`src/rtl/spi_slave_cs_if.sv`:
```
// SPI slave bus bundle: serial pins on the master side plus the byte-wide
// TX/RX handshake seen by the local logic.
interface spi_slave_cs_if #(
  parameter int MAX_BYTES_PER_CS = 10
);
  localparam int CW = $clog2(MAX_BYTES_PER_CS + 1);

  logic          i_SPCK;
  logic          i_CS_n;
  logic          i_MOSI;
  logic          o_MISO;
  logic [7:0]    i_TX_Byte;
  logic          i_TX_En;
  logic          o_TX_Ready;
  logic [7:0]    o_RX_Byte;
  logic          o_RX_En;
  logic [CW-1:0] o_RX_Count;

  modport slave (
    input  i_SPCK, i_CS_n, i_MOSI, i_TX_Byte, i_TX_En,
    output o_MISO, o_TX_Ready, o_RX_Byte, o_RX_En, o_RX_Count
  );

  modport master (
    output i_SPCK, i_CS_n, i_MOSI, i_TX_Byte, i_TX_En,
    input  o_MISO, o_TX_Ready, o_RX_Byte, o_RX_En, o_RX_Count
  );
endinterface

```
`src/rtl/spi_slave_cs.sv`:
```
// Oversampling SPI slave (all four modes) with per-CS byte counter and a
// one-deep TX holding register. Define SPI_SLAVE_MISO_HIZ_EN to float MISO while idle.
module spi_slave_cs #(
  parameter int SPI_MODE         = 0,
  parameter int MAX_BYTES_PER_CS = 10
) (
  input  logic         clk,
  input  logic         rst_n,
  spi_slave_cs_if.slave bus
);
  localparam int             CW          = $clog2(MAX_BYTES_PER_CS + 1);
  localparam bit             CPOL        = 1'(SPI_MODE >> 1);
  localparam bit             CPHA        = 1'(SPI_MODE);
  localparam bit             SAMPLE_RISE = (CPOL == CPHA);
  localparam logic [CW-1:0]  CNT_MAX     = CW'(MAX_BYTES_PER_CS);

  typedef enum logic {IDLE, ACTIVE} state_t;
  state_t state, state_nxt;

  logic spck_p0, spck_p1, spck_p2;
  logic cs_p0, cs_p1, cs_p2;
  logic mosi_p0, mosi_p1;

  logic          spck_rise, spck_fall, cs_fall, cs_rise;
  logic          sample_ev, shift_ev, cs_start, wrap, byte_start, accept;
  logic [7:0]    tx_load;
  logic [2:0]    bit_cnt;
  logic [6:0]    rx_sr;
  logic [7:0]    rx_byte;
  logic          rx_en;
  logic [CW-1:0] rx_count;
  logic [7:0]    tx_sr;
  logic [7:0]    hold;
  logic          hold_full;
  logic          miso_r;

  // Stage p0/p1: two-flop synchronizers; p2: previous value for edge detect.
  // Resetting to 0 means a CS_n still low after reset shows no falling edge.
  always_ff @(posedge clk or negedge rst_n) begin
    if (!rst_n) begin
      spck_p0 <= 1'b0; spck_p1 <= 1'b0; spck_p2 <= 1'b0;
      cs_p0   <= 1'b0; cs_p1   <= 1'b0; cs_p2   <= 1'b0;
      mosi_p0 <= 1'b0; mosi_p1 <= 1'b0;
    end else begin
      spck_p0 <= bus.i_SPCK; spck_p1 <= spck_p0; spck_p2 <= spck_p1;
      cs_p0   <= bus.i_CS_n; cs_p1   <= cs_p0;   cs_p2   <= cs_p1;
      mosi_p0 <= bus.i_MOSI; mosi_p1 <= mosi_p0;
    end
  end

  assign spck_rise  = spck_p1 & ~spck_p2;
  assign spck_fall  = ~spck_p1 & spck_p2;
  assign cs_fall    = ~cs_p1 & cs_p2;
  assign cs_rise    = cs_p1 & ~cs_p2;
  assign sample_ev  = (state == ACTIVE) & (SAMPLE_RISE ? spck_rise : spck_fall);
  assign shift_ev   = (state == ACTIVE) & (SAMPLE_RISE ? spck_fall : spck_rise);
  assign cs_start   = (state == IDLE) & cs_fall;
  assign wrap       = sample_ev & (bit_cnt == 3'd7);
  assign byte_start = cs_start | wrap;
  assign tx_load    = hold_full ? hold : 8'h00;
  assign accept     = bus.i_TX_En & ~hold_full;

  always_ff @(posedge clk or negedge rst_n) begin
    if (!rst_n) state <= IDLE;
    else        state <= state_nxt;
  end

  always_comb begin
    state_nxt = state;
    case (state)
      IDLE:    if (cs_fall) state_nxt = ACTIVE;
      ACTIVE:  if (cs_rise) state_nxt = IDLE;
      default: state_nxt = IDLE;
    endcase
  end

  // Receive path: the completed byte is registered one clk after its last sample edge.
  always_ff @(posedge clk or negedge rst_n) begin
    if (!rst_n) begin
      bit_cnt  <= 3'd0;
      rx_sr    <= 7'd0;
      rx_byte  <= 8'h00;
      rx_en    <= 1'b0;
      rx_count <= '0;
    end else begin
      rx_en <= 1'b0;
      if (cs_start) begin
        bit_cnt  <= 3'd0;
        rx_sr    <= 7'd0;
        rx_count <= '0;
      end else if (sample_ev) begin
        rx_sr   <= {rx_sr[5:0], mosi_p1};
        bit_cnt <= bit_cnt + 3'd1;
        if (bit_cnt == 3'd7) begin
          rx_byte <= {rx_sr, mosi_p1};
          rx_en   <= 1'b1;
          if (rx_count != CNT_MAX) rx_count <= rx_count + CW'(1);
        end
      end
    end
  end

  // Transmit path. With CPHA=0 bit 7 goes out at byte start, so the first
  // shift edge after a wrap must not advance the register.
  always_ff @(posedge clk or negedge rst_n) begin
    if (!rst_n) begin
      tx_sr     <= 8'h00;
      miso_r    <= 1'b0;
      hold      <= 8'h00;
      hold_full <= 1'b0;
    end else begin
      if (byte_start) begin
        tx_sr <= CPHA ? tx_load : {tx_load[6:0], 1'b0};
        if (!CPHA) miso_r <= tx_load[7];
      end else if (shift_ev && (CPHA || bit_cnt != 3'd0)) begin
        miso_r <= tx_sr[7];
        tx_sr  <= {tx_sr[6:0], 1'b0};
      end
      if (accept) begin
        hold      <= bus.i_TX_Byte;
        hold_full <= 1'b1;
      end else if (byte_start) begin
        hold_full <= 1'b0;
      end
    end
  end

  assign bus.o_TX_Ready = ~hold_full;
  assign bus.o_RX_Byte  = rx_byte;
  assign bus.o_RX_En    = rx_en;
  assign bus.o_RX_Count = rx_count;

`ifdef SPI_SLAVE_MISO_HIZ_EN
  assign bus.o_MISO = (state == ACTIVE) ? miso_r : 1'bz;
`else
  assign bus.o_MISO = (state == ACTIVE) ? miso_r : 1'b0;
`endif

endmodule
```
`src/flat_wrapper.sv`:
```
// flat-port wrapper written by rule: the top's interface ports become plain ports
module spi_slave_cs_flat 
#(
  parameter int SPI_MODE         = 0,
  parameter int MAX_BYTES_PER_CS = 10
)
  (clk, rst_n, bus_i_SPCK, bus_i_CS_n, bus_i_MOSI, bus_i_TX_Byte, bus_i_TX_En, bus_o_MISO, bus_o_TX_Ready, bus_o_RX_Byte, bus_o_RX_En, bus_o_RX_Count);
  spi_slave_cs_if #(.MAX_BYTES_PER_CS(MAX_BYTES_PER_CS)) bus_i ();
  input  logic clk;
  input  logic rst_n;
  input wire logic [$bits(bus_i.i_SPCK)-1:0] bus_i_SPCK;
  input wire logic [$bits(bus_i.i_CS_n)-1:0] bus_i_CS_n;
  input wire logic [$bits(bus_i.i_MOSI)-1:0] bus_i_MOSI;
  input wire logic [$bits(bus_i.i_TX_Byte)-1:0] bus_i_TX_Byte;
  input wire logic [$bits(bus_i.i_TX_En)-1:0] bus_i_TX_En;
  output wire logic [$bits(bus_i.o_MISO)-1:0] bus_o_MISO;
  output wire logic [$bits(bus_i.o_TX_Ready)-1:0] bus_o_TX_Ready;
  output wire logic [$bits(bus_i.o_RX_Byte)-1:0] bus_o_RX_Byte;
  output wire logic [$bits(bus_i.o_RX_En)-1:0] bus_o_RX_En;
  output wire logic [$bits(bus_i.o_RX_Count)-1:0] bus_o_RX_Count;
  assign bus_i.i_SPCK = bus_i_SPCK;
  assign bus_i.i_CS_n = bus_i_CS_n;
  assign bus_i.i_MOSI = bus_i_MOSI;
  assign bus_i.i_TX_Byte = bus_i_TX_Byte;
  assign bus_i.i_TX_En = bus_i_TX_En;
  assign bus_o_MISO = bus_i.o_MISO;
  assign bus_o_TX_Ready = bus_i.o_TX_Ready;
  assign bus_o_RX_Byte = bus_i.o_RX_Byte;
  assign bus_o_RX_En = bus_i.o_RX_En;
  assign bus_o_RX_Count = bus_i.o_RX_Count;
  spi_slave_cs #(.SPI_MODE(SPI_MODE), .MAX_BYTES_PER_CS(MAX_BYTES_PER_CS)) u_core (.clk(clk), .rst_n(rst_n), .bus(bus_i));
endmodule
```
`config.mk`:
```
export PLATFORM = sky130hd
export DESIGN_NAME = spi_slave_cs_flat
export DESIGN_NICKNAME = d
export VERILOG_FILES = /design/src/rtl/spi_slave_cs_if.sv /design/src/rtl/spi_slave_cs.sv /design/src/flat_wrapper.sv
export SDC_FILE = /design/constraint.sdc
export NUM_CORES = 1
export LEC_CHECK = 0
export ABC_AREA = 1
export BUFFER_PORTS_ARGS = -buffer_cell sky130_fd_sc_hd__buf_2
export CORE_MARGIN = 2
export CORE_UTILIZATION = 30
export CTS_CLUSTER_DIAMETER = 60
export DETAILED_ROUTE_END_ITERATION = 8
export PLACE_DENSITY = 0.43
export RECOVER_POWER = 25
export SYNTH_ARGS = -nofsm -noshare
export SYNTH_HDL_FRONTEND = slang
export SYNTH_SLANG_ARGS = --single-unit
export TNS_END_PERCENT = 5
```
`constraint.sdc`:
```
create_clock -name clk -period 2.97 [get_ports clk]
set_clock_uncertainty 0.15 [all_clocks]
set_input_delay 0.1485 -clock clk [delete_from_list [all_inputs] [get_ports clk]]
set_output_delay 0.1485 -clock clk [all_outputs]
set_load 0.1 [all_outputs]
```
==> metrics.txt, run 1 <==
status=complete, no violations; CTS H-tree lvls=2; Peak Freq=464 MHz; worst-margin pin slew=1200 ps; worst-path maximum fanout=20; post-CTS setup buffer count=0; PortBufs=28; total CTS buffers=5; initial drt markers=72; layout cell share with drive strength beyond 1=between 20% and 30%; fin cells=348; vias in the first global route=1507; yosys warns=0; syn nets=226; Tcrit/Tclk final=72.6%; Required @ worst endpoint=3020 ps; endpoints failing setup=0; CTS tree=yes; Worst Setup Start Kind=flop; setup TNS=0 ps; Reg clk slew, reported paths=90 ps; max cap viols=0; Async S/R FF share, synth=100%; hold slack final=~74 ps; drt drc=0; count leader, synth=nand2_1; Sw Share=33.1%; min Tclk post-route=2160 ps; via count=1513; row count=30; Setup crit end=u_core.tx_sr[5]; area leader, netlist=dfrtp_1; Synth Register Bits=just under 50; vias per inst=4.35; sequential share of power=51.8%; Pint=1150 uW; worst vdd ir=about 220 uV; Final Hold Viols=0; io pins=29; Die Area=between 0.007 and 0.008 mm^2; Layout Nets=270; Routed WL=4010 um; Leak=0.00134 uW; Slew HR=between 20% and 30%; power consumption=1710 uW; first-pass iteration count of the detailed router=4; Mapped Cells=roughly 210; Max Slew Vio Count=0; Hold Path Depth=3; largest net degree at the start of global routing=50; Root Driver=clkbuf_8; Overflow after GRT=0; initial antenna violation count=0; Post-synth EDFFs=0; Cell Pwr Density=666 mW/mm^2; critical path class=flop to flop; Syn Area/Cell=slightly above 10 um^2; final core occ=a little under two fifths; die extent in y=88.3 um; Fillers=slightly above 700; Die Width=between 80 and 90 um; dominant cells by area after synthesis=dfrtp_1 (58%), nand2_1 (9.2%), nand3_1 (6.3%); GP Congestion=0.691; sequential cell area fraction in the yosys report=a little under three fifths; Synth Cell Area=approximately 0.0021 mm^2; post-DR wirelength/cell=11.5 um; share of the synthesized area in the top cell type=approximately 58%; post-DP HPWL=2610 um; first-pass GRT wire length=6980 um; Psw=~570 uW; clock network fraction of total power=23.9%; r2r setup slk=roughly 800 ps; clk_lat worst skew=300 ps; reg-to-reg critical path startpoint=u_core.bit_cnt[0]; # placed instances=328; Post-DRT Antenna Nets=0; Synth top cells by count=nand2_1 (52), dfrtp_1 (49), nand3_1 (27); class of the worst hold path=primary input to flop; Antenna Cells=0; Comb pwr share=24.3%; initial core utilization=31.2%; crit path capture type=flop; Max Buffers Root-to-Sink=2; Area Overhead vs Synth=20.6%; crit path launch=u_core.bit_cnt[0]; reg-to-reg critical path endpoint=u_core.tx_sr[5]; Sink Count=49; Top FF cell, synth=dfrtp_1; library cells used by synthesis=26; crit path DAT=2200 ps; Worst Reg-to-Reg Cells=7; RSZ-0062 raised after global routing=false; core footprint=0.00683 mm^2; GRT Util Overall=11.5%
==> repair_timing <==
item,CTS,global route
gates resized for setup,0,0
hold buffers,12,0
hold endpoints to repair,60,0
==> routing by layer <==
layer	track usage [%]	vias up	part of all wire, %
li1	-	762	-
met1	15.0	730	47
met2	18.7	19	49
met3	2.80	2	2.7
met4	4.13	0	0.72
met5	0	-	0
==> logic make-up after synthesis <==
logic type / after synthesis / synth area share (%)
xor+xnor: 1 / 0.411
simple gates: 94 / 22.4
fa+ha+maj: 5 / 2.94
mux: 7 / 3.70
flops: 49 / 57.6
buf+inv: 28 / 6.35
compound gates: 23 / 6.64
==> cell usage in the layout, fill, tap and decap left out <==
cell type and n:
buf_2 28, nor2_4 1, o21ai_2 5, nor2_1 2
a21oi_1 1, nand3b_4 1, xor2_1 1, nand3_4 2
a21oi_2 1, mux2_2 7, dlygate4sd3_1 12, clkbuf_8 6
nand4_2 1, nand3_1 27, o21ai_1 4, o21ai_0 9
inv_4 1, nand2_1 52, o22ai_1 3, nand4_1 2
inv_1 23, nor2_2 1, nand2_2 3, nand2_4 2
clkbuf_2 1, ha_1 5, clkinv_2 1, clkinv_4 1
dfrtp_1 49
==> worst min path at each step <==
stage | start | to | slack (ps)
3_5_place_dp | bus_i_MOSI | u_core.mosi_p0 | 110
2_1_floorplan | rst_n | u_core.bit_cnt[0] | -300
4_1_cts | bus_i_TX_En | u_core.hold_full | 80
3_3_place_gp | bus_i_CS_n | u_core.cs_p0 | 110
6_report | bus_i_TX_En | u_core.hold_full | 70
5_1_grt | bus_i_TX_En | u_core.hold_full | 100
==> critical path, cell delays in order, from the launching register on <==
cell	delay, ps
dfrtp_1	360
ha_1	150
ha_1	170
nand4_2	600
nand2_4	370
o21ai_0	130
nand2_1	80
nand2_1	40
==> state kept, by name, indices dropped and copies added, names as in the netlist <==
| signal | flops |
|---|---|
| u_core.rx_sr | 7 |
| u_core.spck_p0 | 1 |
| u_core.cs_p0 | 1 |
| u_core.bus.o_RX_Count | 4 |
| u_core.miso_r | 1 |
| u_core.hold | 8 |
| u_core.mosi_p1 | 1 |
| u_core.bus.o_RX_Byte | 8 |
| u_core.mosi_p0 | 1 |
| u_core.hold_full | 1 |
| u_core.spck_p2 | 1 |
| u_core.cs_p1 | 1 |
| u_core.cs_p2 | 1 |
| u_core.bus.o_RX_En | 1 |
| u_core.spck_p1 | 1 |
| u_core.state | 1 |
| u_core.tx_sr | 7 |
| u_core.bit_cnt | 3 |
==> power by group through the flow <==
stage | Combinational [uW] | Sequential [uW] | Clock (uW)
after floorplan | 341 | 870 | 0
after global placement | 410 | 906 | 0
after detailed placement | 412 | 900 | 0
after CTS | 424 | 889 | 430
after global routing | 465 | 905 | 460
final | 415 | 887 | 409
==> area by class of cell <==
type | instances | area, um^2 | area share [%]
clock buffers | 6 | 82.6 | 3.21
clock inverters | 2 | 13.8 | 0.536
inverters | 24 | 92.6 | 3.60
multi-input cells | 130 | 768 | 29.9
flip-flops and latches | 49 | 1230 | 47.7
well taps | 96 | 120 | 4.68
repair buffers | 41 | 265 | 10.3
==> per-stage QoR <==
stage	cell area, um^2	setup slack [ps]
final	2570	813
after global routing	2570	591
after CTS	2570	764
after detailed placement	2350	768
after global placement	2350	865
after floorplan	2130	971
Power figures use the tool's default switching activity.
==> run 2, diff against run 1 <==
--- a/config.mk
+++ b/config.mk
@@ -5,7 +5,7 @@
 export SDC_FILE = /design/constraint.sdc
 export NUM_CORES = 1
 export LEC_CHECK = 0
-export ABC_AREA = 1
+export ABC_AREA = 0
 export BUFFER_PORTS_ARGS = -buffer_cell sky130_fd_sc_hd__buf_2
 export CORE_MARGIN = 2
 export CORE_UTILIZATION = 30
==> constraint.sdc (replaced) <==
create_clock -name clk -period 2.3 [get_ports clk]
set_clock_uncertainty 0.15 [all_clocks]
set_input_delay 0.115 -clock clk [delete_from_list [all_inputs] [get_ports clk]]
set_output_delay 0.115 -clock clk [all_outputs]
set_load 0.1 [all_outputs]
==> run 2 against run 1 <==
  * Worst hold slack gained 49 ps
  * Flip-flop and latch count unchanged
  * Sequential power grew 35%
  * Final cell count decreased by 10%
  * Critical endpoint is now u_core.tx_sr[1]
  * Largest power group unchanged
  * Highest routed layer unchanged
==> metrics.txt, run 2 <==
Worst path slowest cell=dfrtp_1; Synth Cell Area=roughly 0.0021 mm^2; Crit path top cell by count=ha_1; worst slack at placement=418 ps; Antenna Cells=0; io pins=29; max incr delay on CP=around 420 ps; worst-margin pin slew=1000 ps; vias per inst=4.66; final core occ=37.5%; initial antenna violation count=0; Peak Freq=535 MHz; Layout Nets=236; dominant cells by area after synthesis=dfrtp_1 (58%), nand2_1 (5.2%), mux2_2 (4.3%); Final WS setup=430 ps; count leader, synth=dfrtp_1; hold slack final=~120 ps; endpoints failing setup=0; Syn Area/Cell=12.2 um^2; yosys warns=0; Required @ worst endpoint=2370 ps; layout cell share with drive strength beyond 1=between 20% and 30%; Sink Count=49; post-CTS resize count=0; row count=30; via count=around 1500; first-pass GRT wire length=6940 um; Overflow after GRT=0; min Tclk post-route=1870 ps; Fillers=666; class of the worst hold path=primary input to flop; die extent in y=87.7 um; crit path DAT=~1900 ps; share of the synthesized area in the top cell type=between 50% and 60%; sequential cell area fraction in the yosys report=58.3%; worst vdd ir=496 uV; GP Congestion=0.711; status=complete, no violations; Worst Setup Start Kind=flop; Post-synth EDFFs=0; CTS H-tree lvls=2; total CTS buffers=5; Slew HR=33.0%; Root Driver=clkbuf_8; setup TNS=0 ps; Die Width=87.7 um; Cell Pwr Density=899 mW/mm^2; library cells used by synthesis=35; largest net degree at the start of global routing=19; crit path capture type=flop; Routed WL=4170 um; commonest cells after routing, fill and taps aside=dfrtp_1 (49), nand2_1 (29), buf_2 (27), dlygate4sd3_1 (12); initial core utilization=approximately 31%; Leak=0.00126 uW; Die Area=0.00770 mm^2; WP buf/inv=1; Top FF cell, synth=dfrtp_1; vias in the first global route=1463; commonest non-fill, non-tap cell in the layout=dfrtp_1; Mapped Cells=173; CTS tree=yes; critical path class=flop to flop; worst-path maximum fanout=12; Critical Path, Cell by Cell=ha_1 > ha_1 > nand4b_2 > inv_2 > nor2_2 > mux2i_1; RSZ-0062 raised after global routing=false; area leader, netlist=dfrtp_1; Max Slew Vio Count=0; Max Buffers Root-to-Sink=2; max cap viols=0; GRT Util Overall=11.8%; Post-DRT Antenna Nets=0; CP delay by family, top=simple AND/OR/NAND/NOR gates; post-DR wirelength/cell=13.3 um; post-DP HPWL=2980 um; Final Hold Viols=0; Synth Register Bits=49; syn nets=192; core footprint=0.00679 mm^2; Tcrit/Tclk final=81.3%; PortBufs=28; Reg clk slew, reported paths=90 ps; Synth top cells by count=dfrtp_1 (49), nand2_1 (29), mux2_2 (8), mux2i_1 (8), o31ai_1 (8); first-pass iteration count of the detailed router=4; Async S/R FF share, synth=100%; drt drc=0; clk_lat worst skew=~300 ps; Area Overhead vs Synth=21.2%; initial drt markers=44
==> run 2: cell types whose count changed after synthesis, sizes merged, moves of 5 or more <==
cell / before / now
o21ai: 18 / 1
nand3: 29 / 2
a22oi: 0 / 7
inv: 24 / 6
clkbuf: 0 / 5
o31ai: 0 / 8
mux2i: 0 / 8
a31oi: 0 / 7
or4b: 0 / 7
a22o: 0 / 5
nand2: 57 / 30
==> run 2: logic make-up after synthesis <==
family	share of synthesized area, %
buffers and inverters	4.34
multiplexers	8.09
AND/OR/NAND/NOR	15.1
AO/OA/AOI/OAI	10.4
adder cells (fa/ha/maj)	3.45
XOR/XNOR	0.416
flip-flops	58.3
==> run 2: final cells by class <==
class	instances	area (um^2)	area share (%)
well taps	96	120	4.71
inverters	6	22.5	0.883
repair buffers	47	309	12.1
flip-flops and latches	49	1230	48.1
clock buffers	7	86.3	3.39
multi-input cells	108	786	30.8
==> run 2: per-layer routing <==
layer | vias up | routed length (um) | GRT usage (%)
met3 | 5 | 159 | 2.83
met4 | 0 | 50 | 4.62
met5 | - | 0 | 0
met1 | 718 | 1850 | 14.1
met2 | 34 | 2120 | 20.4
li1 | 701 | - | -
==> run 2: per-stage QoR <==
stage | cell area (um^2) | cells | power, uW
floorplan | 2100 | 173 | 1670
global placement | 2350 | 294 | 1770
detailed placement | 2350 | 294 | 1800
CTS | 2550 | 313 | 2330
global route | 2550 | 313 | 2430
finish | 2550 | 313 | 2290
==> run 2: final timing paths <==
path                       slack [ps]         startpoint  depth (start not counted)                  endpoint
max                               430  u_core.bit_cnt[0]                          6           u_core.tx_sr[1]
min                               120        bus_i_TX_En                          3          u_core.hold_full
max reg2reg                       430  u_core.bit_cnt[0]                          6           u_core.tx_sr[1]
min reg2reg                       200       u_core.cs_p0                          0              u_core.cs_p1
max in group asynchronous         670              rst_n                          3            u_core.spck_p2
min in group asynchronous         350              rst_n                          2  u_core.bus.o_RX_Count[0]
==> run 2: power by group <==
part | internal [uW] | total, uW | switching [uW]
combinational | 257 | 590 | 333
clock | 239 | 508 | 268
sequential | 1050 | 1200 | 143
total | 1550 | 2290 | 744
==> run 2: what timing repair did <==
action | 4_1_cts | 5_1_grt
setup buffers | 0 | 0
hold endpoints to repair | 27 | 0
setup endpoints to repair | 0 | 0
hold buffers | 12 | 0
==> run 2: worst reg2reg max path, stage by stage, from the launching register on <==
cell	delay, ps
dfrtp_1	420
ha_1	220
ha_1	200
nand4b_2	130
inv_2	120
nor2_2	350
mux2i_1	220
==> run 3, diff against run 2 <==
--- a/config.mk
+++ b/config.mk
@@ -5,7 +5,7 @@
 export SDC_FILE = /design/constraint.sdc
 export NUM_CORES = 1
 export LEC_CHECK = 0
-export ABC_AREA = 0
+export ABC_AREA = 1
 export BUFFER_PORTS_ARGS = -buffer_cell sky130_fd_sc_hd__buf_2
 export CORE_MARGIN = 2
 export CORE_UTILIZATION = 30
==> constraint.sdc (replaced) <==
create_clock -name clk -period 1.9 [get_ports clk]
set_clock_uncertainty 0.15 [all_clocks]
set_input_delay 0.095 -clock clk [delete_from_list [all_inputs] [get_ports clk]]
set_output_delay 0.095 -clock clk [all_outputs]
set_load 0.1 [all_outputs]
==> run 3 against run 2 <==
  * Non-clock buffer count decreased by 3
  * Routed wire length decreased by 6.1%
  * Power increased by 27%
  * Critical path type unchanged
  * Largest cell class unchanged
  * Largest power group unchanged
==> metrics.txt, run 3 (synthesis results as in run 1) <==
Sink Count=49; hold slack final=51.1 ps; worst slack at placement=177 ps; first-pass GRT wire length=7010 um; Post-DRT Antenna Nets=0; worst vdd ir=slightly above 500 uV; Routed WL=3920 um; fin cells=between 300 and 400; CTS tree=yes; Pint=about 2000 uW; Reg clk slew, reported paths=90 ps; Overflow after GRT=0; crit path capture type=flop; Peak Freq=584 MHz; row count=30; crit path DAT=between 1500 and 2000 ps; Psw=897 uW; commonest non-fill, non-tap cell in the layout=nand2_1; # placed instances=about 330; largest net degree at the start of global routing=19; first-pass iteration count of the detailed router=4; post-CTS resize count=0; max cap viols=0; critical path class=flop to flop; Max Slew Vio Count=0; io pins=29; status=complete, no violations; Antenna Cells=0; Final WS setup=188 ps; post-DP HPWL=2750 um; worst-margin pin slew=942 ps; GP Congestion=0.809; sequential share of power=between 40 and 50%; Die Area=a little under 0.008 mm^2; Max Buffers Root-to-Sink=2; Cell Pwr Density=1110 mW/mm^2; Tcrit/Tclk final=90.1%; min Tclk post-route=between 1500 and 2000 ps; total CTS buffers=5; Sw Share=30.7%; GRT Util Overall=11.7%; Worst Setup Start Kind=flop; vias per inst=4.25; Leak=approximately 0.0014 uW; class of the worst hold path=primary input to flop; Required @ worst endpoint=1950 ps; clk_lat worst skew=300 ps; worst-path maximum fanout=10; drt drc=0; Layout Nets=273; clock network fraction of total power=30.1%; commonest cells after routing, fill and taps aside=nand2_1 (52), dfrtp_1 (49), nand3_1 (27), buf_2 (27), inv_1 (22); final core occ=38.5%; PortBufs=28; via count=roughly 1500; vias in the first global route=about 1500; Die Width=88.3 um; initial drt markers=64; Final Hold Viols=0; Comb pwr share=22.2%; CTS H-tree lvls=2; core footprint=slightly below 0.007 mm^2; Slew HR=between 30 and 40%; endpoints failing setup=0; post-DR wirelength/cell=11.2 um; Root Driver=clkbuf_8; power consumption=2920 uW; initial antenna violation count=0; initial core utilization=31.2%; die extent in y=88.3 um; layout cell share with drive strength beyond 1=25.5%; RSZ-0062 raised after global routing=false; Area Overhead vs Synth=23.4%
-- run 3: cell count changes in the layout (fill, tap and decap cells not counted), moves of 8 or more --
cell,before,now
nand3_1,2,27
nand2_1,29,52
inv_1,5,22
mux2i_1,8,0
o21ai_0,1,9
o31ai_1,8,0
-- run 3: stage by stage --
| stage | cell area, um^2 | setup TNS, ps |
|---|---|---|
| CTS | 2640 | 0 |
| global placement | 2380 | 0 |
| global route | 2630 | 0 |
| finish | 2630 | 0 |
| detailed placement | 2380 | 0 |
| floorplan | 2130 | -112 |
-- run 3: final cells by class --
class / instances / area [um^2]
Tap cell: 96 / 120
Inverter: 24 / 96.3
Clock inverter: 3 / 65.1
Fill cell: 721 / 4200
Sequential cell: 49 / 1230
Multi-Input combinational cell: 130 / 768
Timing Repair Buffer: 44 / 284
Clock buffer: 5 / 68.8
-- run 3: metal layers --
layer | GRT usage [%] | vias up | wire (um)
li1 | - | 766 | -
met1 | 16.1 | 704 | 1980
met2 | 17.7 | 16 | 1760
met3 | 3.36 | 4 | 126
met4 | 4.13 | 0 | 48
met5 | 0 | - | 0
-- run 3: final timing paths --
kind,start,endpoint,slack [ps],depth (start not counted)
hold reg to reg,u_core.spck_p0,u_core.spck_p1,210,0
setup reg to reg,u_core.bit_cnt[0],u_core.tx_sr[5],190,8
min in group asynchronous,rst_n,u_core.bit_cnt[1],290,2
setup / recovery,u_core.bit_cnt[0],u_core.tx_sr[5],190,8
max in group asynchronous,rst_n,u_core.rx_sr[6],340,3
hold / removal,bus_i_TX_En,u_core.hold_full,50,3
-- run 3: worst max-delay path, stage by stage (launching register included) --
cell,delay (ps)
dfrtp_1,390
ha_1,200
ha_1,200
nand4_2,260
nand2_4,150
inv_4,120
nand2_1,50
nand2_1,50
nand2_1,40
-- run 3: power groups by stage --
stage,clock [uW],combinational (uW),sequential (uW)
after floorplan,0,543,1360
after global placement,0,645,1420
after detailed placement,0,645,1420
after CTS,907,665,1400
after global routing,967,741,1430
final,877,647,1400
-- run 3: repair_timing --
item | 4_1_cts | 5_1_grt
hold buffers | 12 | 0
endpoints found under the hold margin | 60 | 0
setup buffers | 0 | 0
